<file path="src/rtl/pos_move_scheduler.sv">
// Position move scheduler: arbitrates manual/auto move requests and paces up/down step pulses.
// Optional macro MAN_PREEMPT_EN lets a manual request pre-empt an in-flight auto move.
module pos_move_scheduler #(
  parameter int unsigned STEP_DIV = 50000
) (
  input  logic       clk,
  input  logic       rst_n,
  input  logic       man_req,
  input  logic [7:0] man_target,
  input  logic       auto_req,
  input  logic [7:0] auto_target,
  input  logic       abort,
  input  logic [7:0] pos,
  output logic       man_gnt,
  output logic       auto_gnt,
  output logic       cnt_up,
  output logic       cnt_down,
  output logic       busy,
  output logic       owner,
  output logic       done
);

  localparam int unsigned DW = (STEP_DIV > 2) ? $clog2(STEP_DIV) : 1;
  localparam logic [DW-1:0] DIV_LAST = DW'(STEP_DIV - 1);

`ifdef MAN_PREEMPT_EN
  localparam bit PREEMPT = 1'b1;
`else
  localparam bit PREEMPT = 1'b0;
`endif

  typedef enum logic [1:0] {IDLE, MOVE, SETTLE} state_t;

  state_t        state;
  logic [DW-1:0] div;
  logic [7:0]    target;
  logic          preempt;

  // Only an auto-owned move can be taken over, so a granted manual move never re-triggers.
  assign preempt = PREEMPT && man_req && !owner;

  always_ff @(posedge clk or negedge rst_n) begin
    if (!rst_n) begin
      state    <= IDLE;
      div      <= '0;
      target   <= 8'h80;
      owner    <= 1'b0;
      man_gnt  <= 1'b0;
      auto_gnt <= 1'b0;
      cnt_up   <= 1'b0;
      cnt_down <= 1'b0;
      busy     <= 1'b0;
      done     <= 1'b0;
    end else begin
      man_gnt  <= 1'b0;
      auto_gnt <= 1'b0;
      cnt_up   <= 1'b0;
      cnt_down <= 1'b0;
      done     <= 1'b0;
      case (state)
        IDLE: begin
          div <= '0;
          if (!abort && man_req) begin
            target  <= man_target;
            owner   <= 1'b1;
            man_gnt <= 1'b1;
            busy    <= 1'b1;
            state   <= MOVE;
          end else if (!abort && auto_req) begin
            target   <= auto_target;
            owner    <= 1'b0;
            auto_gnt <= 1'b1;
            busy     <= 1'b1;
            state    <= MOVE;
          end
        end
        MOVE: begin
          if (abort) begin
            div   <= '0;
            busy  <= 1'b0;
            state <= IDLE;
          end else if (preempt) begin
            target  <= man_target;
            owner   <= 1'b1;
            man_gnt <= 1'b1;
            div     <= '0;
          end else if (pos == target) begin
            done  <= 1'b1;
            div   <= '0;
            busy  <= 1'b0;
            state <= IDLE;
          end else if (div == DIV_LAST) begin
            if (pos < target) cnt_up <= 1'b1;
            else              cnt_down <= 1'b1;
            div   <= '0;
            state <= SETTLE;
          end else begin
            div <= div + 1'b1;
          end
        end
        SETTLE: begin
          div <= '0;
          if (abort) begin
            busy  <= 1'b0;
            state <= IDLE;
          end else begin
            if (preempt) begin
              target  <= man_target;
              owner   <= 1'b1;
              man_gnt <= 1'b1;
            end
            state <= MOVE;
          end
        end
        default: begin
          div   <= '0;
          busy  <= 1'b0;
          state <= IDLE;
        end
      endcase
    end
  end

endmodule

</file>
<file path="config.mk">
export PLATFORM = sky130hd
export DESIGN_NAME = pos_move_scheduler
export DESIGN_NICKNAME = d
export VERILOG_FILES = /design/src/rtl/pos_move_scheduler.sv
export SDC_FILE = /design/constraint.sdc
export NUM_CORES = 1
export LEC_CHECK = 0
export CAP_MARGIN = 5
export CORE_MARGIN = 2
export CORE_UTILIZATION = 50
export DETAILED_ROUTE_END_ITERATION = 8
export GPL_ROUTABILITY_DRIVEN = 0
export PLACE_DENSITY = 0.78
export SLEW_MARGIN = 20
export SYNTH_ARGS = -nofsm -noshare
export SYNTH_HDL_FRONTEND = slang
export SYNTH_SLANG_ARGS = --single-unit
</file>
<file path="constraint.sdc">
create_clock -name clk -period 2.3 [get_ports clk]
set_clock_uncertainty 0.1 [all_clocks]
set_input_delay 0.46 -clock clk [delete_from_list [all_inputs] [get_ports clk]]
set_output_delay 0.46 -clock clk [all_outputs]
set_load 0.02 [all_outputs]
</file>
# Word level (Yosys, flattened, before mapping)
# Index checks and enable logic that the tools add are counted.
[classes]
n_lt_le_gt_ge = 1
n_addsub = 1
n_eq_ne = 8
reduce_logical = 8
n_mux = 39
[ops]
columns = ["cell", "n"]
rows = [
  ["2-to-1 mux 16 bit", 4],
  ["2-to-1 mux 1 bit", 26],
  ["adder 16 x 1 -> 16 bit, second input constant", 1],
  ["equality test 16 bit, second input constant", 1],
  ["2-to-1 mux 8 bit", 2],
  ["2-to-1 mux 2 bit", 5],
  ["equality test 8 bit", 1],
  ["less-than comparator 8 bit", 1],
  ["inequality test 3 bit, second input constant", 2],
  ["case mux 2 bit (3 select lines)", 1],
  ["inequality test 4 bit, second input constant", 1],
  ["AND reduction 2 bit", 2],
  ["case mux 1 bit (3 select lines)", 1],
  ["AND reduction 3 bit", 1],
  ["equality test 2 x 1 -> 1 bit, second input constant", 1],
  ["equality test 2 bit, second input constant", 1],
  ["logical AND 1 bit", 2],
  ["zero test 2 bit", 1],
  ["inequality test 2 bit, second input constant", 1],
  ["nonzero test 2 bit", 1],
  ["zero test 1 bit", 1],
]
[word_totals]
register_bits = 33
out_inout_bits = 7

# Longest topological paths before layout
# Gate-level depths: netlist of run 1.
[logic_depth]
depth_word = 6
mapped_depth = 8
mapped_depth_nobuf = 6

# Worst setup path after synthesis of run 1
# No wires, ideal clock.
[synth_path]
path_type = "flip-flop to flip-flop"
from = "reg target[7]"
to = "reg state[0]"
path_buffers = 2
period_less_slack_ns = 1.790
path_stages_with_launch = 9
t_arrival_ns = 1.565
slack_ns = 0.510
setup_time_ns = 0.125
cell_sequence = "dfstp_2 inv_1 ha_1 nand4_1 o211ai_1 nand2b_1 buf_6 buf_6 o31ai_1"
[synth_between]
elab_chain_len = 4
elab_cells_between_ends = 6
classes_between = "2 x eq/ne; 3 x mux; 1 x reduce/logical"
[synth_rtl]
columns = ["element", "line", "rtl"]
rows = [
  ["start: declaration", "36", "logic [7:0] target;"],
  ["start signal: assignment", "64", "target <= man_target;"],
  ["start signal: assignment", "70", "target <= auto_target;"],
  ["start signal: assignment", "83", "target <= man_target;"],
  ["equality test 8 bit *", "87", "end else if (pos == target) begin"],
  ["2-to-1 mux 2 bit", "87", ""],
  ["2-to-1 mux 2 bit", "78", "if (abort) begin"],
  ["case mux 2 bit (3 select lines)", "60", "case (state)"],
  ["end signal: assignment", "68", "state <= MOVE;"],
  ["end signal: assignment", "81", "state <= IDLE;"],
  ["end signal: assignment", "91", "state <= IDLE;"],
  ["end: declaration", "34", "state_t state;"],
]
# Mark *: on every way between the ends. The rest lies on a longest branch, timed or not.
# A chain may end at the register's enable or synchronous reset.

# Final worst setup path of run 1
[layout_path]
from = "reg owner"
to = "out owner"
[layout_lines]
columns = ["element", "line", "rtl"]
rows = [
  ["start: declaration", "19", "output logic owner,"],
  ["start signal: assignment", "47", "owner <= 1'b0;"],
  ["start signal: assignment", "65", "owner <= 1'b1;"],
  ["start signal: assignment", "71", "owner <= 1'b0;"],
]
# No word-level cell between the ends.

==> run_results.csv, run 1 <==
group,metric,value,unit
logic_synthesis,yosysTopAreaCellShare,45.9,%
setup_path,worst_path_largest_cell_delay,0.62,ns
power_and_ir_drop,switchingPower,0.370,mW
sta,hold_viol_final,0,
sta,fin_crit_sh,81.7,%
logic_synthesis,seq_area_frac_synth,47.5,%
layout,count_of_nets_after_finishing,253,
logic_synthesis,netlist_top_cells_count,"32 x dfrtp_1, 17 x nor2_1, 14 x inv_1",
setup_path,path_buf_inv,1,
logic_synthesis,yosysWarningCount,0,
setup_path,worstPathCellList,"clkdlybuf4s50_1",
drt,detailedRoute.firstIterationViolations,49,
sta,setup_repair_after_global_routing_missed_its_margin,"no",
setup_path,worstPathRequired,1.74,ns
layout,num_antenna_cells,0,
floorplan,die-height,63.0,um
drt,vias,1361,
clock_network,cts_buffers,5,
drt,detail-route-antenna-nets,0,
logic_synthesis,syn_area_per_cell,10.2,um^2
clock_network,cts_post_setup_buffers_inserted,0,
min_path,timing.hold.worst.class,"reg2reg",
logic_synthesis,synth_enable_flop_cells,0,
logic_synthesis,synthesis.instances,171,
logic_synthesis,ys_ff_latch,33,
power_and_ir_drop,power_frac_seq,52.6,%
global_route,grt_overflow_total,0,
logic_synthesis,top_cells_by_area_in_the_synthesized_netlist,"dfrtp_1 46%, ha_1 6.5%, xnor2_1 6.0%, mux2i_1 4.6%, nor2_1 3.7%",
global_route,grt_antenna_before_repair,0,
drt,avgViaCountPerCell,5.19,
clock_network,hold_buffers,0,
clock_network,post_cts_resized,0,
logic_synthesis,area_of_the_mapped_netlist,0.00174,mm^2
floorplan,design.portCount,36,
sta,drv_slew,0,
sta,finalWorstPathRequiredPeriod,1.88,ns
floorplan,fp.dieArea,0.00397,mm^2
floorplan,width_of_the_die,63.0,um
global_route,grt_start_max_net_pins,34,
placed_design,numPortBuffers,35,
setup_path,critPathLaunchType,"flip-flop",
global_route,globalRouteTotalUtil,20.2,%
setup_path,maximum_fanout_along_the_worst_path,2,
power_and_ir_drop,power_density,569,mW/mm^2
clock_network,ctsRootBufferMaster,"clkbuf_4",
global_route,grt_pass1_wl,6.17,mm
setup_path,crit_cells,1,
sta,setup_total_negative_slack,0,ns
logic_synthesis,synth_nets,209,
logic_synthesis,synthDominantAreaCellType,"dfrtp_1",
sta,fmax,532,MHz
clock_network,clk_latency,0.34,ns
power_and_ir_drop,power.share.switching,29.4,%
layout,area_growth,27.1,%
placed_design,placedCellCount,254,
setup_path,path_delay_family,"buffers and inverters",
floorplan,fp-row-count,21,
placed_design,dp_worst_setup_slack,0.0869,ns
power_and_ir_drop,peakVddDrop,340,uV
layout,layout.cells.non_filler,262,
power_and_ir_drop,combinationalPowerShare,22.4,%
floorplan,floorplan.core_area,0.00334,mm^2
drt,drc_errors,0,
setup_path,crit_arrival,1.32,ns
drt,detailed_router_iteration_count_before_antenna_repair,4,
run,max_cap_viol_count,0,
logic_synthesis,async_reset_ff_share,100,%
setup_path,worst-setup-path-type,"reg2out",
drt,detail_route.wirelength,3.60,mm
logic_synthesis,synthMostInstantiatedCell,"dfrtp_1",
logic_synthesis,synth.distinct_cells,35,
sta,max_slew.worst_pin.slew,0.411,ns
power_and_ir_drop,clock_power_share,24.9,%
sta,slew-limit-headroom,72.6,%
setup_path,critical_path_capture_point_type,"output port",
clock_network,deepest_level_of_the_cts_h_tree,2,
drt,avgRoutedWirePerCell,13.7,um
global_route,grt_pass1_vias,1398,
layout,drive_gt1_share,11.1,%
clock_network,tritoncts_num_sinks,33,
power_and_ir_drop,p_int,0.890,mW
floorplan,initial_core_util,52.2,%
setup_path,r2r.worst_path.cells,7,
sta,setup_slack,0.421,ns
clock_network,clock_tree.buffer_depth,2,
min_path,timing.hold.worst_path_depth,2,
clock_network,cts_tree,"built",
clock_network,clk_pin_slew_worst_paths,0.10,ns
power_and_ir_drop,leakage,0.942,nW
logic_synthesis,ys_dominant_reg_cell,"dfrtp_1",
run_status,status,"completed",
setup_path,timing.critical_path.slowest_stage_cell,"clkdlybuf4s50_1",
sta,timing.final.setup_violations,0,
placed_design,place.detailed.hpwl,2.77,mm
==> cell usage in the layout, fill, tap and decap left out, types with 3 or more instances in the layout <==
master / instances
nor2_1: 17
nand4_1: 5
dfrtp_1: 32
nor4_1: 3
clkbuf_4: 5
nor4_2: 3
o21ai_0: 9
nor3_1: 5
clkdlybuf4s50_1: 35
xnor2_1: 12
nand2_1: 13
inv_1: 14
mux2i_1: 8
a21oi_1: 5
buf_4: 6
ha_1: 9
nand3_1: 5
nor2b_1: 3
==> final timing paths <==
check,from,slack (ns),endpoint
setup reg to reg,target[7],0.47,state[0]
hold / removal,target[7],0.39,target[7]
setup / recovery,owner,0.42,owner
hold reg to reg,target[7],0.39,target[7]
max in group asynchronous,rst_n,1.36,target[7]
min in group asynchronous,rst_n,0.42,div[7]
==> power groups by stage <==
| stage | logic [mW] | registers (mW) | clock network (mW) |
|---|---|---|---|
| finish | 0.283 | 0.663 | 0.314 |
| global route | 0.320 | 0.671 | 0.354 |
| detailed placement | 0.286 | 0.675 | 0 |
| CTS | 0.287 | 0.664 | 0.323 |
| floorplan | 0.146 | 0.679 | 0 |
| global placement | 0.271 | 0.670 | 0 |
==> layer usage <==
| metal | vias to the layer above | part of all wire [%] | global-route usage (%) | routed length, um |
|---|---|---|---|---|
| met2 | 35 | 51 | 35.1 | 1830 |
| met1 | 649 | 43 | 22.8 | 1550 |
| li1 | 672 | - | - | - |
| met3 | 5 | 4.9 | 7.21 | 175 |
| met4 | 0 | 1.4 | 6.67 | 51 |
| met5 | - | 0 | 0 | 0 |
==> kinds of logic (layout without fill, tap and decap cells) <==
family                     count (synthesis)  after routing  synth area share, %
AOI/OAI and AO/OA                         21             21                 6.75
adders and majority gates                  9              9                 6.46
xor gates and xnor gates                  14             14                 7.04
buffers and inverters                     18             63                 4.88
DFF                                       33             33                 47.5
muxes                                      8              8                 4.59
and+or+nand+nor                           68             68                 22.8
==> cell type report <==
| class | instances | area [um^2] |
|---|---|---|
| Clock buffer | 6 | 41.3 |
| Timing Repair Buffer | 41 | 395 |
| Clock inverter | 2 | 10.0 |
| Sequential cell | 33 | 827 |
| Inverter | 14 | 52.6 |
| Multi-Input combinational cell | 120 | 831 |
| Tap cell | 46 | 57.6 |
| Fill cell | 263 | 1120 |
==> flip-flops by register name, indices dropped and copies added, names as in the netlist <==
| name | count |
|---|---|
| auto_gnt | 1 |
| busy | 1 |
| cnt_down | 1 |
| cnt_up | 1 |
| div | 16 |
| done | 1 |
| man_gnt | 1 |
| owner | 1 |
| state | 2 |
| target | 8 |
==> worst min-delay path, stage by stage (launching register included) <==
cell and delay (ns):
dfstp_2 0.38, nand2_1 0.04, o21ai_0 0.07
==> per-stage QoR <==
| stage | area, um^2 | hold slack [ns] | power, mW | utilization (%) |
|---|---|---|---|---|
| 6_report | 2210 | 0.386 | 1.26 | 66.4 |
| 5_1_grt | 2210 | 0.439 | 1.34 | 66.4 |
| 4_1_cts | 2210 | 0.389 | 1.27 | 66.4 |
| 3_5_place_dp | 2160 | 0.374 | 0.960 | 64.8 |
| 3_3_place_gp | 2160 | 0.365 | 0.941 | 64.8 |
| 2_1_floorplan | 1740 | 0.0644 | 0.826 | - |
No activity file was read; power rests on OpenSTA's default activity.
==> inputs of run 2 (changes only) <==
Settings changed: CORE_UTILIZATION 50 to 46, PLACE_DENSITY 0.78 to 0.76.
Clock period 2.3 ns to 1.7 ns, I/O delays scaled along.
==> run 2 against run 1 <==
The run now ends with setup timing left. Power rose by 57%. Global-route usage shrank 1.5 points. Worst setup slack got worse by 0.49 ns. Sequential power up 35%. Non-clock buffer count is 12 higher. Critical endpoint is now cnt_up.
==> run_results.csv, run 2 (synthesis results as in run 1) <==
group,metric,value,unit
run_status,status,"finished with violations",
run_status,failed_checks,"setup timing",
floorplan,width_of_the_die,65.6,um
clock_network,tritoncts_num_sinks,33,
clock_network,deepest_level_of_the_cts_h_tree,2,
setup_path,worst-setup-path-type,"reg2reg",
placed_design,place.detailed.hpwl,2.77,mm
global_route,grt_pass1_vias,1404,
global_route,grt_overflow_total,0,
setup_path,worstPathRequired,1.77,ns
setup_path,worstPathCellList,"inv_2 > ha_4 > nand4_1 > o211ai_1 > or2_1 > and3b_1",
clock_network,hold_buffers,0,
clock_network,clock_tree.buffer_depth,2,
placed_design,placedCellCount,265,
min_path,timing.hold.worst.class,"in2async",
floorplan,floorplan.core_area,0.00366,mm^2
setup_path,path_buf_inv,1,
power_and_ir_drop,power_frac_seq,45.3,%
drt,vias,1392,
global_route,grt_pass1_wl,6.03,mm
layout,largest_reg_flops,16,
setup_path,critical_path_capture_point_type,"flip-flop",
floorplan,initial_core_util,47.6,%
layout,largest_registers,"div (16), target (8), state (2)",
drt,detail-route-antenna-nets,0,
clock_network,cts_buffers,5,
layout,count_of_nets_after_finishing,265,
power_and_ir_drop,switchingPower,0.521,mW
drt,avgRoutedWirePerCell,13.3,um
power_and_ir_drop,leakage,1.05,nW
floorplan,fp-row-count,22,
sta,slew-limit-headroom,74.5,%
setup_path,path_delay_family,"flip-flops",
sta,drv_slew,0,
floorplan,die-height,65.6,um
clock_network,clk_latency,0.28,ns
setup_path,maximum_fanout_along_the_worst_path,3,
drt,avgViaCountPerCell,5.04,
setup_path,critPathLaunchType,"flip-flop",
clock_network,ctsRootBufferMaster,"clkbuf_8",
clock_network,clk_pin_slew_worst_paths,0.07,ns
floorplan,design.portCount,36,
drt,drc_errors,0,
sta,setup_repair_after_global_routing_missed_its_margin,"yes",
layout,area_growth,38.1,%
power_and_ir_drop,peakVddDrop,590,uV
run,max_cap_viol_count,0,
layout,layout_commonest_cell,"clkdlybuf4s50_1",
layout,registers.top_by_ff_count,"div",
layout,drive_gt1_share,19.3,%
global_route,grt_antenna_before_repair,0,
global_route,grt_start_max_net_pins,18,
power_and_ir_drop,power_density,821,mW/mm^2
power_and_ir_drop,power.share.switching,26.4,%
setup_path,crit_arrival,1.84,ns
sta,timing.final.setup_violations,20,
sta,fin_crit_sh,104,%
power_and_ir_drop,clock_power_share,32.4,%
layout,layout.cells.non_filler,276,
drt,detail_route.wirelength,3.67,mm
drt,detailed_router_iteration_count_before_antenna_repair,4,
power_and_ir_drop,combinationalPowerShare,22.3,%
power_and_ir_drop,p_int,1.45,mW
setup_path,timing.critical_path.slowest_stage_cell,"dfstp_2",
layout,mostFrequentLayoutCells,"33 x clkdlybuf4s50_1, 32 x dfrtp_1, 17 x nor2_1",
layout,postLayoutCoreUtil,65.8,%
sta,hold_viol_final,0,
sta,finalWorstPathRequiredPeriod,1.77,ns
sta,fmax,566,MHz
floorplan,fp.dieArea,0.00430,mm^2
layout,num_antenna_cells,0,
sta,setup_slack,-0.0679,ns
setup_path,worst_path_largest_cell_delay,0.54,ns
clock_network,cts_tree,"built",
placed_design,numPortBuffers,35,
sta,max_slew.worst_pin.slew,0.381,ns
global_route,globalRouteTotalUtil,18.7,%
drt,detailedRoute.firstIterationViolations,27,
==> run 2: path summary, 6_finish.rpt <==
| check | start | end | slack, ns | cells past startpoint |
|---|---|---|---|---|
| worst min register to register | target[4] | target[4] | 0.39 | 2 |
| min in group clk | target[4] | target[4] | 0.39 | 2 |
| worst min-delay path | rst_n | div[13] | 0.24 | 1 |
| worst max register to register | target[7] | cnt_up | -0.07 | 6 |
| worst max-delay path | target[7] | cnt_up | -0.07 | 6 |
| max in group asynchronous | rst_n | target[7] | 0.75 | 2 |
==> run 2: layout make-up <==
type	count	area (um^2)
inverter	14	52.6
fill	280	1250
tap	48	60.1
clock buffer	7	96.3
clock inverter	1	5.00
multi-input combinational	120	860
timing repair buffer	53	507
sequential	33	827
==> run 2: timing repair <==
action / in CTS / in global routing
buffers inserted: 2 / 1
gates resized for setup: 7 / 3
setup endpoints to repair: 19 / 23
pin swaps: 2 / 1
==> run 2: worst register-to-register path: cells and delay by family (launching register included) <==
family	cells	cell delay, ns
simple gates	3	0.50
buf+inv	1	0.04
compound gates	1	0.22
flops	1	0.54
fa+ha+maj	1	0.25
==> run 2: per-stage QoR <==
step / setup slack, ns / hold slack, ns / setup TNS, ns / instance area, um^2 / power [mW]
3_5_place_dp: -0.368 / 0.374 / -7.44 / 2260 / 1.34
3_3_place_gp: -0.337 / 0.362 / -6.62 / 2260 / 1.32
5_1_grt: -0.184 / 0.258 / -3.43 / 2410 / 2.09
4_1_cts: -0.0688 / 0.260 / -1.10 / 2390 / 1.99
2_1_floorplan: -0.0582 / -0.0556 / -0.356 / 1760 / 1.13
6_report: -0.0679 / 0.237 / -1.04 / 2410 / 1.98
==> run 2: power groups by stage <==
stage | Sequential [mW] | Clock [mW] | Combinational (mW)
after floorplan | 0.920 | 0 | 0.205
after global placement | 0.906 | 0 | 0.415
after detailed placement | 0.909 | 0 | 0.433
after CTS | 0.896 | 0.655 | 0.444
after global routing | 0.906 | 0.688 | 0.495
final | 0.896 | 0.640 | 0.441
==> run 2: metal layers <==
layer	vias up	GRT usage, %	share of wire (%)
li1	701	-	-
met1	653	23.0	45
met2	34	31.6	50
met3	4	5.65	4.3
met4	0	5.47	1.0
met5	-	0	0
==> inputs of run 3 (changes only) <==
Settings changed: CTS_CLUSTER_SIZE from default to 40.
==> results of run 3 <==
No change in the layout: final DEF, timing and power equal those of run 2.
